==> config.mk <==
export PLATFORM = sky130hd
export DESIGN_NAME = flop_bank_arbiter
export DESIGN_NICKNAME = d
export VERILOG_FILES = /design/src/rtl/fba_pkg.sv /design/src/rtl/fba_rr_pick.sv /design/src/rtl/flop_bank_arbiter.sv
export SDC_FILE = /design/constraint.sdc
export NUM_CORES = 1
export LEC_CHECK = 0
export CELL_PAD_IN_SITES_DETAIL_PLACEMENT = 0
export CELL_PAD_IN_SITES_GLOBAL_PLACEMENT = 1
export CORE_MARGIN = 5
export CORE_UTILIZATION = 31
export CTS_BUF_LIST = sky130_fd_sc_hd__clkbuf_4 sky130_fd_sc_hd__clkbuf_8
export CTS_CLUSTER_DIAMETER = 150
export CTS_CLUSTER_SIZE = 14
export DETAILED_ROUTE_END_ITERATION = 10
export PLACE_DENSITY = 0.84
export SLEW_MARGIN = 20
export SYNTH_ARGS = -nofsm -noshare
export SYNTH_HDL_FRONTEND = slang
export SYNTH_SLANG_ARGS = --single-unit
==> constraint.sdc <==
create_clock -name iclk -period 1.6 [get_ports iclk]
set_input_delay 0.32 -clock iclk [delete_from_list [all_inputs] [get_ports iclk]]
set_output_delay 0.32 -clock iclk [all_outputs]
set_load 0.01 [all_outputs]
==> src/rtl/fba_pkg.sv <==
// Shared definitions for the flop bank arbiter: FSM state encoding and hold counter width.
package fba_pkg;

  typedef enum logic [1:0] {
    FBA_IDLE  = 2'd0,
    FBA_WRITE = 2'd1,
    FBA_HOLD  = 2'd2
  } fba_state_e;

  localparam int unsigned FBA_CNT_W = 4;

endpackage

==> src/rtl/fba_rr_pick.sv <==
// Combinational round-robin picker: first set request at or after the pointer, wrapping.
module fba_rr_pick #(
  parameter int unsigned N_REQ = 4,
  parameter int unsigned IDX_W = $clog2(N_REQ)
) (
  input  logic [N_REQ-1:0] ireq,
  input  logic [IDX_W-1:0] iptr,
  output logic [N_REQ-1:0] owinner_c,
  output logic [IDX_W-1:0] oidx_c,
  output logic             ovalid_c
);

  logic [IDX_W-1:0] cand;

  always_comb begin
    cand      = '0;
    owinner_c = '0;
    oidx_c    = '0;
    ovalid_c  = 1'b0;
    for (int unsigned i = 0; i < N_REQ; i++) begin
      cand = IDX_W'((32'(iptr) + i) % N_REQ);
      if (!ovalid_c && ireq[cand]) begin
        ovalid_c = 1'b1;
        oidx_c   = cand;
      end
    end
    owinner_c[oidx_c] = ovalid_c;
  end

endmodule

==> src/rtl/flop_bank_arbiter.sv <==
// Round-robin sequencer loading one shared WIDTH-bit register from N_REQ requesters.
// Optional back-to-back locking of the current grant is enabled with `define FBA_LOCK_EN.
module flop_bank_arbiter
  import fba_pkg::*;
#(
  parameter int unsigned N_REQ = 4,
  parameter int unsigned WIDTH = 8,
  parameter int unsigned HOLD  = 2
) (
  input  logic                   iclk,
  input  logic                   irst_n,
  input  logic [N_REQ-1:0]       ireq,
  input  logic [N_REQ*WIDTH-1:0] idata,
`ifdef FBA_LOCK_EN
  input  logic [N_REQ-1:0]       ilock,
`endif
  output logic [N_REQ-1:0]       ogrant,
  output logic [N_REQ-1:0]       oack,
  output logic [WIDTH-1:0]       oQ,
  output logic [WIDTH-1:0]       oQN,
  output logic                   obusy
);

  localparam int unsigned IDX_W = $clog2(N_REQ);

  fba_state_e           state_q, state_d;
  logic [N_REQ-1:0]     grant_q, grant_d;
  logic [N_REQ-1:0]     ack_q, ack_d;
  logic [WIDTH-1:0]     q_q, q_d;
  logic [IDX_W-1:0]     ptr_q, ptr_d;
  logic [IDX_W-1:0]     g_q, g_d;
  logic [FBA_CNT_W-1:0] cnt_q, cnt_d;
  logic                 busy_q, busy_d;

  logic [N_REQ-1:0]     win_c;
  logic [IDX_W-1:0]     win_idx_c;
  logic                 win_valid_c;
  logic [IDX_W-1:0]     next_ptr_c;
  logic                 lock_c;
  logic [WIDTH-1:0]     lane [N_REQ];

  for (genvar i = 0; i < N_REQ; i++) begin : g_lane
    assign lane[i] = idata[i*WIDTH +: WIDTH];
  end

  fba_rr_pick #(
    .N_REQ (N_REQ),
    .IDX_W (IDX_W)
  ) u_pick (
    .ireq      (ireq),
    .iptr      (ptr_q),
    .owinner_c (win_c),
    .oidx_c    (win_idx_c),
    .ovalid_c  (win_valid_c)
  );

  assign next_ptr_c = (g_q == IDX_W'(N_REQ - 1)) ? '0 : g_q + IDX_W'(1);

`ifdef FBA_LOCK_EN
  assign lock_c = ilock[g_q] & ireq[g_q];
`else
  assign lock_c = 1'b0;
`endif

  // Next-state and datapath: one load per grant, then cooldown unless the grant is locked.
  always_comb begin
    state_d = state_q;
    grant_d = grant_q;
    ack_d   = '0;
    q_d     = q_q;
    ptr_d   = ptr_q;
    g_d     = g_q;
    cnt_d   = cnt_q;
    unique case (state_q)
      FBA_IDLE: begin
        if (win_valid_c) begin
          grant_d = win_c;
          g_d     = win_idx_c;
          state_d = FBA_WRITE;
        end
      end
      FBA_WRITE: begin
        ptr_d = next_ptr_c;
        if (ireq[g_q]) begin
          q_d   = lane[g_q];
          ack_d = grant_q;
          if (HOLD == 0) begin
            if (!lock_c) begin
              grant_d = '0;
              state_d = FBA_IDLE;
            end
          end else begin
            cnt_d   = FBA_CNT_W'(HOLD);
            state_d = FBA_HOLD;
          end
        end else begin
          // Requester withdrew before the load: abort without ack.
          grant_d = '0;
          state_d = FBA_IDLE;
        end
      end
      FBA_HOLD: begin
        if (cnt_q <= FBA_CNT_W'(1)) begin
          if (lock_c) begin
            state_d = FBA_WRITE;
          end else begin
            grant_d = '0;
            state_d = FBA_IDLE;
          end
        end else begin
          cnt_d = cnt_q - FBA_CNT_W'(1);
        end
      end
      default: begin
        grant_d = '0;
        state_d = FBA_IDLE;
      end
    endcase
    busy_d = (state_d != FBA_IDLE);
  end

  always_ff @(posedge iclk or negedge irst_n) begin
    if (!irst_n) begin
      state_q <= FBA_IDLE;
      grant_q <= '0;
      ack_q   <= '0;
      q_q     <= '0;
      ptr_q   <= '0;
      g_q     <= '0;
      cnt_q   <= '0;
      busy_q  <= 1'b0;
    end else begin
      state_q <= state_d;
      grant_q <= grant_d;
      ack_q   <= ack_d;
      q_q     <= q_d;
      ptr_q   <= ptr_d;
      g_q     <= g_d;
      cnt_q   <= cnt_d;
      busy_q  <= busy_d;
    end
  end

  assign ogrant = grant_q;
  assign oack   = ack_q;
  assign oQ     = q_q;
  assign oQN    = ~q_q;
  assign obusy  = busy_q;

endmodule

---- Word-level counts from Yosys, hierarchy flattened ----
Cells that the tools add are included.
operators by class
  $add $sub $neg .......................... 5
  magnitude comparators ................... 9
  equal/unequal tests ..................... 7
  mux-type cells .......................... 36
  bitwise logic cells ..................... 3
  reduce and logical (&&, ||, !) cells .... 14
operators with widths
  operator             count
  $mux 4               6
  $lt 2x3->1 const B   6
  $bmux 8 s2           1
  $mux 2               8
  $mux 8               2
  $pmux 4 s3           1
  $bmux 1 s2           5
  $mux 1               10
  $not 8->8            1
  $pmux 4 s2           1
  $ne 2x2->1 const B   3
  $pmux 2 s3           1
  $reduce_and 2->1     3
  $add 2x1->2 const B  2
  $add 2x2->2 const B  2
  $and 4x4->4          1
  $eq 2x2->1 const B   2
  $le 4x1->1 const B   1
  $logic_and 1x1->1    4
  $reduce_bool 2->1    2
  $sub 4x1->4 const B  1
  $ge 3x3->1 const B   1
  $logic_not 1->1      3
  $not 2->3            1
  other kinds (6)      6
word-level totals
  bits in registers ....................... 27
  input port bits ......................... 38
  output and inout bits ................... 25
  logic and storage cells ................. 82

---- Logic depth before layout (Yosys ltp) ----
  depth after elaboration ................. 19
  gate-level depth with buffers ........... 6
  mapped depth without buffers ............ 6

---- Cells and area by module ----
Synthesis repeated with hierarchy kept, for this count alone.
second synthesis, totals
  cells, all modules ...................... 143
  area, all modules ....................... 1,589.0 µm²
modules (own cells, without submodules)
  module             times used  cells an instance  area an instance (µm²)
  flop_bank_arbiter  1           111                1,406.3
  fba_rr_pick        1           32                 182.7

---- Worst setup path before layout ----
Ideal clock, no wire load.
  path type ............................... register to register
  start point ............................. register g_q[0]
  end point ............................... register q_q[0], in the netlist oQ[0]
  setup time .............................. 0.125 ns
  data arrival time ....................... 1.469 ns
  required time ........................... 1.475 ns
  path slack .............................. 0.006 ns
  stages on the path, launching flop included .. 5
  buffers on the path ..................... 1
  period minus slack after synthesis ...... 1.594 ns
  cells stage by stage .................... dfrtp_1 mux4_2 nand2_2 buf_12 mux2_4
on the way
  word-level cells in the longest chain between the ends .. 4
  elaborated cells on any way between the ends .. 7
  those cells by class .................... mux (5); bitwise (1); reduce/logical (1)
RTL lines
  element                                    line                      source
  start, declared                            flop_bank_arbiter.sv:31   logic [IDX_W-1:0] g_q, g_d;
  start signal, assigned                     flop_bank_arbiter.sv:138  g_q <= g_d;
  $not 2->3 (implied by the code)            flop_bank_arbiter.sv:85   q_d = lane[g_q];
  $bmux 8 s2                                 flop_bank_arbiter.sv:85
  $mux 8 (implied by the code) (2 in a row)  flop_bank_arbiter.sv:85
  end signal, assigned                       flop_bank_arbiter.sv:136  q_q <= q_d;
  end, declared                              flop_bank_arbiter.sv:29   logic [WIDTH-1:0] q_q, q_d;
Several ways; a longest one is shown, not always the timed one. The select of a mux whose other input is x is not followed.
A chain may end at the register's enable or synchronous reset.

---- Worst setup path in the final report ----
Ends and elaborated chain as after synthesis.

==> results.json <==
{
  "status": "complete, but fails checks",
  "violations": "negative setup slack",
  "drv_cap": 0,
  "required_ps": 1760,
  "num_vias": 1332,
  "crit_arrival_ps": 1780,
  "path_cells": "mux4_2 -> nand2_4 -> buf_12 -> mux2_4",
  "critPathKind": "flop to flop",
  "dp.cells": 270,
  "hold_buffers": 0,
  "yosys_warnings": 0,
  "cts_root_buf": "clkbuf_8",
  "yosys.area.top_type": "dfrtp_1",
  "synth.area.top_cells": "dfrtp_1 (43%), mux4_2 (13%), mux2_4 (7.7%)",
  "p_per_area_mw_per_mm2": 1754,
  "cts_sinks": 27,
  "clk_pin_slew_ps": 100,
  "fin_worst_skew_ps": 8.205,
  "wl_um": 4138,
  "finalHoldViolCount": 0,
  "seq_area_frac_synth": 0.4341,
  "crit_buf_inv": 1,
  "grt_pass1_wl_um": 6527,
  "worstReg2RegStart": "g_q[0]",
  "rows": 25,
  "via_per_inst": 4.757,
  "numCtsBuffers": 3,
  "dr.first_iter.drc_count": 57,
  "dp_hpwl_um": 3131,
  "worst_path_largest_cell_delay_ps": 560,
  "critPathTopFamily": "multiplexers",
  "max_freq_ghz": 0.6172,
  "worst_r2r_path_depth": 4,
  "initial_core_util": 0.3252,
  "place_area_mm2": 0.002376,
  "final_area_mm2": 0.002572,
  "nets": 259,
  "setup_viol": 6,
  "gp_congestion": 0.8262,
  "synthCells": 126,
  "synth_top_area_share": 0.4341,
  "crit_end": "oQ[0]",
  "fin_crit_ps": 1620,
  "clockBufferDepth": 2,
  "synthFlopType": "dfrtp_1",
  "syn_nets": 171,
  "vdd_drop_max_v": 0.0009371,
  "syn_area_per_cell_um2": 12.35,
  "endpoint_kind": "flop",
  "rsz0062_at_grt": "yes",
  "dp_slack_ps": -379.5,
  "antenna_cells": 0,
  "syn_to_final_growth_pct": 65.27,
  "core-area_mm2": 0.004786,
  "gr-total-overflow": 0,
  "maxSlewHeadroom": 0.7530,
  "crit_path_max_fanout": 5,
  "fin_setup_tns_ps": -54.89,
  "async_reset_ff_frac": 1.000,
  "cts.htree.levels": 1,
  "wl_per_cell_um": 14.78,
  "layout-drive-gt1-share": 0.2770,
  "slowest_stage": "mux4_2",
  "grt_pass1_vias": 1350,
  "ant_nets": 0,
  "grt.total_usage": 0.1289,
  "instances_no_fill": 280,
  "io_buffers": 62,
  "grt_max_degree": 28,
  "period_share": 1.013,
  "insertion_delay_ps": 280,
  "die_w_um": 80.86,
  "dieArea_mm2": 0.006538,
  "slew_violations": 0,
  "antenna_found_initial": 0,
  "critPathLaunch": "g_q[0]",
  "setup_slack_ps": -20.24,
  "dieHeight_um": 80.86,
  "regToRegSetupSlack_ps": -20,
  "tightest_slew_ps": 369.2,
  "synth_cell_types": 37,
  "leakagePower_nw": 1.209,
  "synth_edf_count": 0,
  "dr.pass1.iters": 4,
  "top_level_ports": 63,
  "cts_tree": "yes",
  "crit_cells": 4,
  "synth_seq_cells": 27,
  "hp-class": "primary input to async pin",
  "syn_area_mm2": 0.001556,
  "drc": 0,
  "critPathLaunchType": "flop",
  "r2r-end": "oQ[0]",
  "whs_ps": 408.3
}
## worst min-delay path by stage
stage,depth (start not counted),slack (ps),to,from
global placement,1,510,ogrant[3],ogrant[3]
floorplan,0,20,cnt_q[0],irst_n
CTS,2,420,g_q[1],irst_n
finish,2,410,cnt_q[2],irst_n
detailed placement,1,520,ogrant[3],ogrant[3]
global route,2,440,cnt_q[2],irst_n
## worst register-to-register path, delay by kind of cell, from the launching register on
kind,cells,cell delay [ps]
AND/OR/NAND/NOR,1,140
flip-flops,1,380
multiplexers,2,860
buffers and inverters,1,130
## per-stage QoR
step,power (mW),util
after floorplan,2.667,-
after global placement,3.806,0.4965
after detailed placement,3.844,0.4965
after CTS,4.423,0.5218
after global routing,4.876,0.5375
final,4.513,0.5375
## routing by layer
layer | vias up | share of wire | GRT usage | wire length [um]
li1 | 640 | - | - | -
met1 | 651 | 0.43 | 0.1749 | 1780
met2 | 37 | 0.50 | 0.2085 | 2086
met3 | 4 | 0.052 | 0.01663 | 215
met4 | 0 | 0.014 | 0.05068 | 57
met5 | - | 0 | 0 | 0
## flip-flops by register name, indices dropped and copies added (netlist names)
name	flops
state_q	2
oQ	8
ptr_q	2
obusy	1
g_q	2
oack	4
ogrant	4
cnt_q	4
## layout make-up
class                   count  area [um2]
multi-input cells          83       870.8
repair buffers             86       847.1
well taps                  67       83.83
fillers                   423        2213
inverters                  13       48.80
flip-flops and latches     27       675.6
clock buffers               3       41.29
clock inverters             1       5.005
## report_power, final
part	internal (mW)	switching, mW	leakage, nW	total, mW
Clock	0.175	0.216	0.0255	0.391
Sequential	0.957	0.229	0.340	1.19
Combinational	1.72	1.22	0.844	2.94
## cell families (layout without fill, tap and decap cells)
| group | count (synthesis) | count (layout) | share of synthesized area |
|---|---|---|---|
| simple gates | 28 | 28 | 0.09406 |
| fa+ha+maj | 7 | 7 | 0.05627 |
| buf+inv | 16 | 103 | 0.05225 |
| flops | 27 | 27 | 0.4341 |
| mux | 19 | 19 | 0.2211 |
| compound gates | 29 | 29 | 0.1423 |
## cell usage in the layout, fill, tap and decap left out, types with 2 or more instances in the layout
cell	count
nor2b_1	2
and3_1	3
clkbuf_8	3
dfrtp_1	27
dlygate4sd2_1	8
nand2b_1	3
a21oi_1	2
buf_6	3
mux4_2	9
inv_1	13
nor2_1	4
nand2_1	7
ha_1	6
clkdlybuf4s50_1	49
a21o_1	3
o21ai_0	3
o21ai_2	3
buf_4	19
mux2_4	8
o31a_1	2
a32o_1	4
o21ai_1	2
dlymetal6s2s_1	5
## synthesized netlist by cell type (3+ instances only)
master    instances
dfrtp_1          27
inv_1            13
mux4_2            9
mux2_4            8
ha_1              7
nand2_1           7
nor2_1            6
o21ai_0           6
a32o_1            4
a21o_1            3
and3_1            3
nand2b_1          3
## what timing repair did
action,in CTS,in global routing
endpoints found under the hold margin,0,0
pin swaps,2,1
endpoints found under the setup margin,21,22
setup buffers,2,3
gates cloned,1,0
gates resized for setup,16,18
Power figures use the tool's default switching activity.
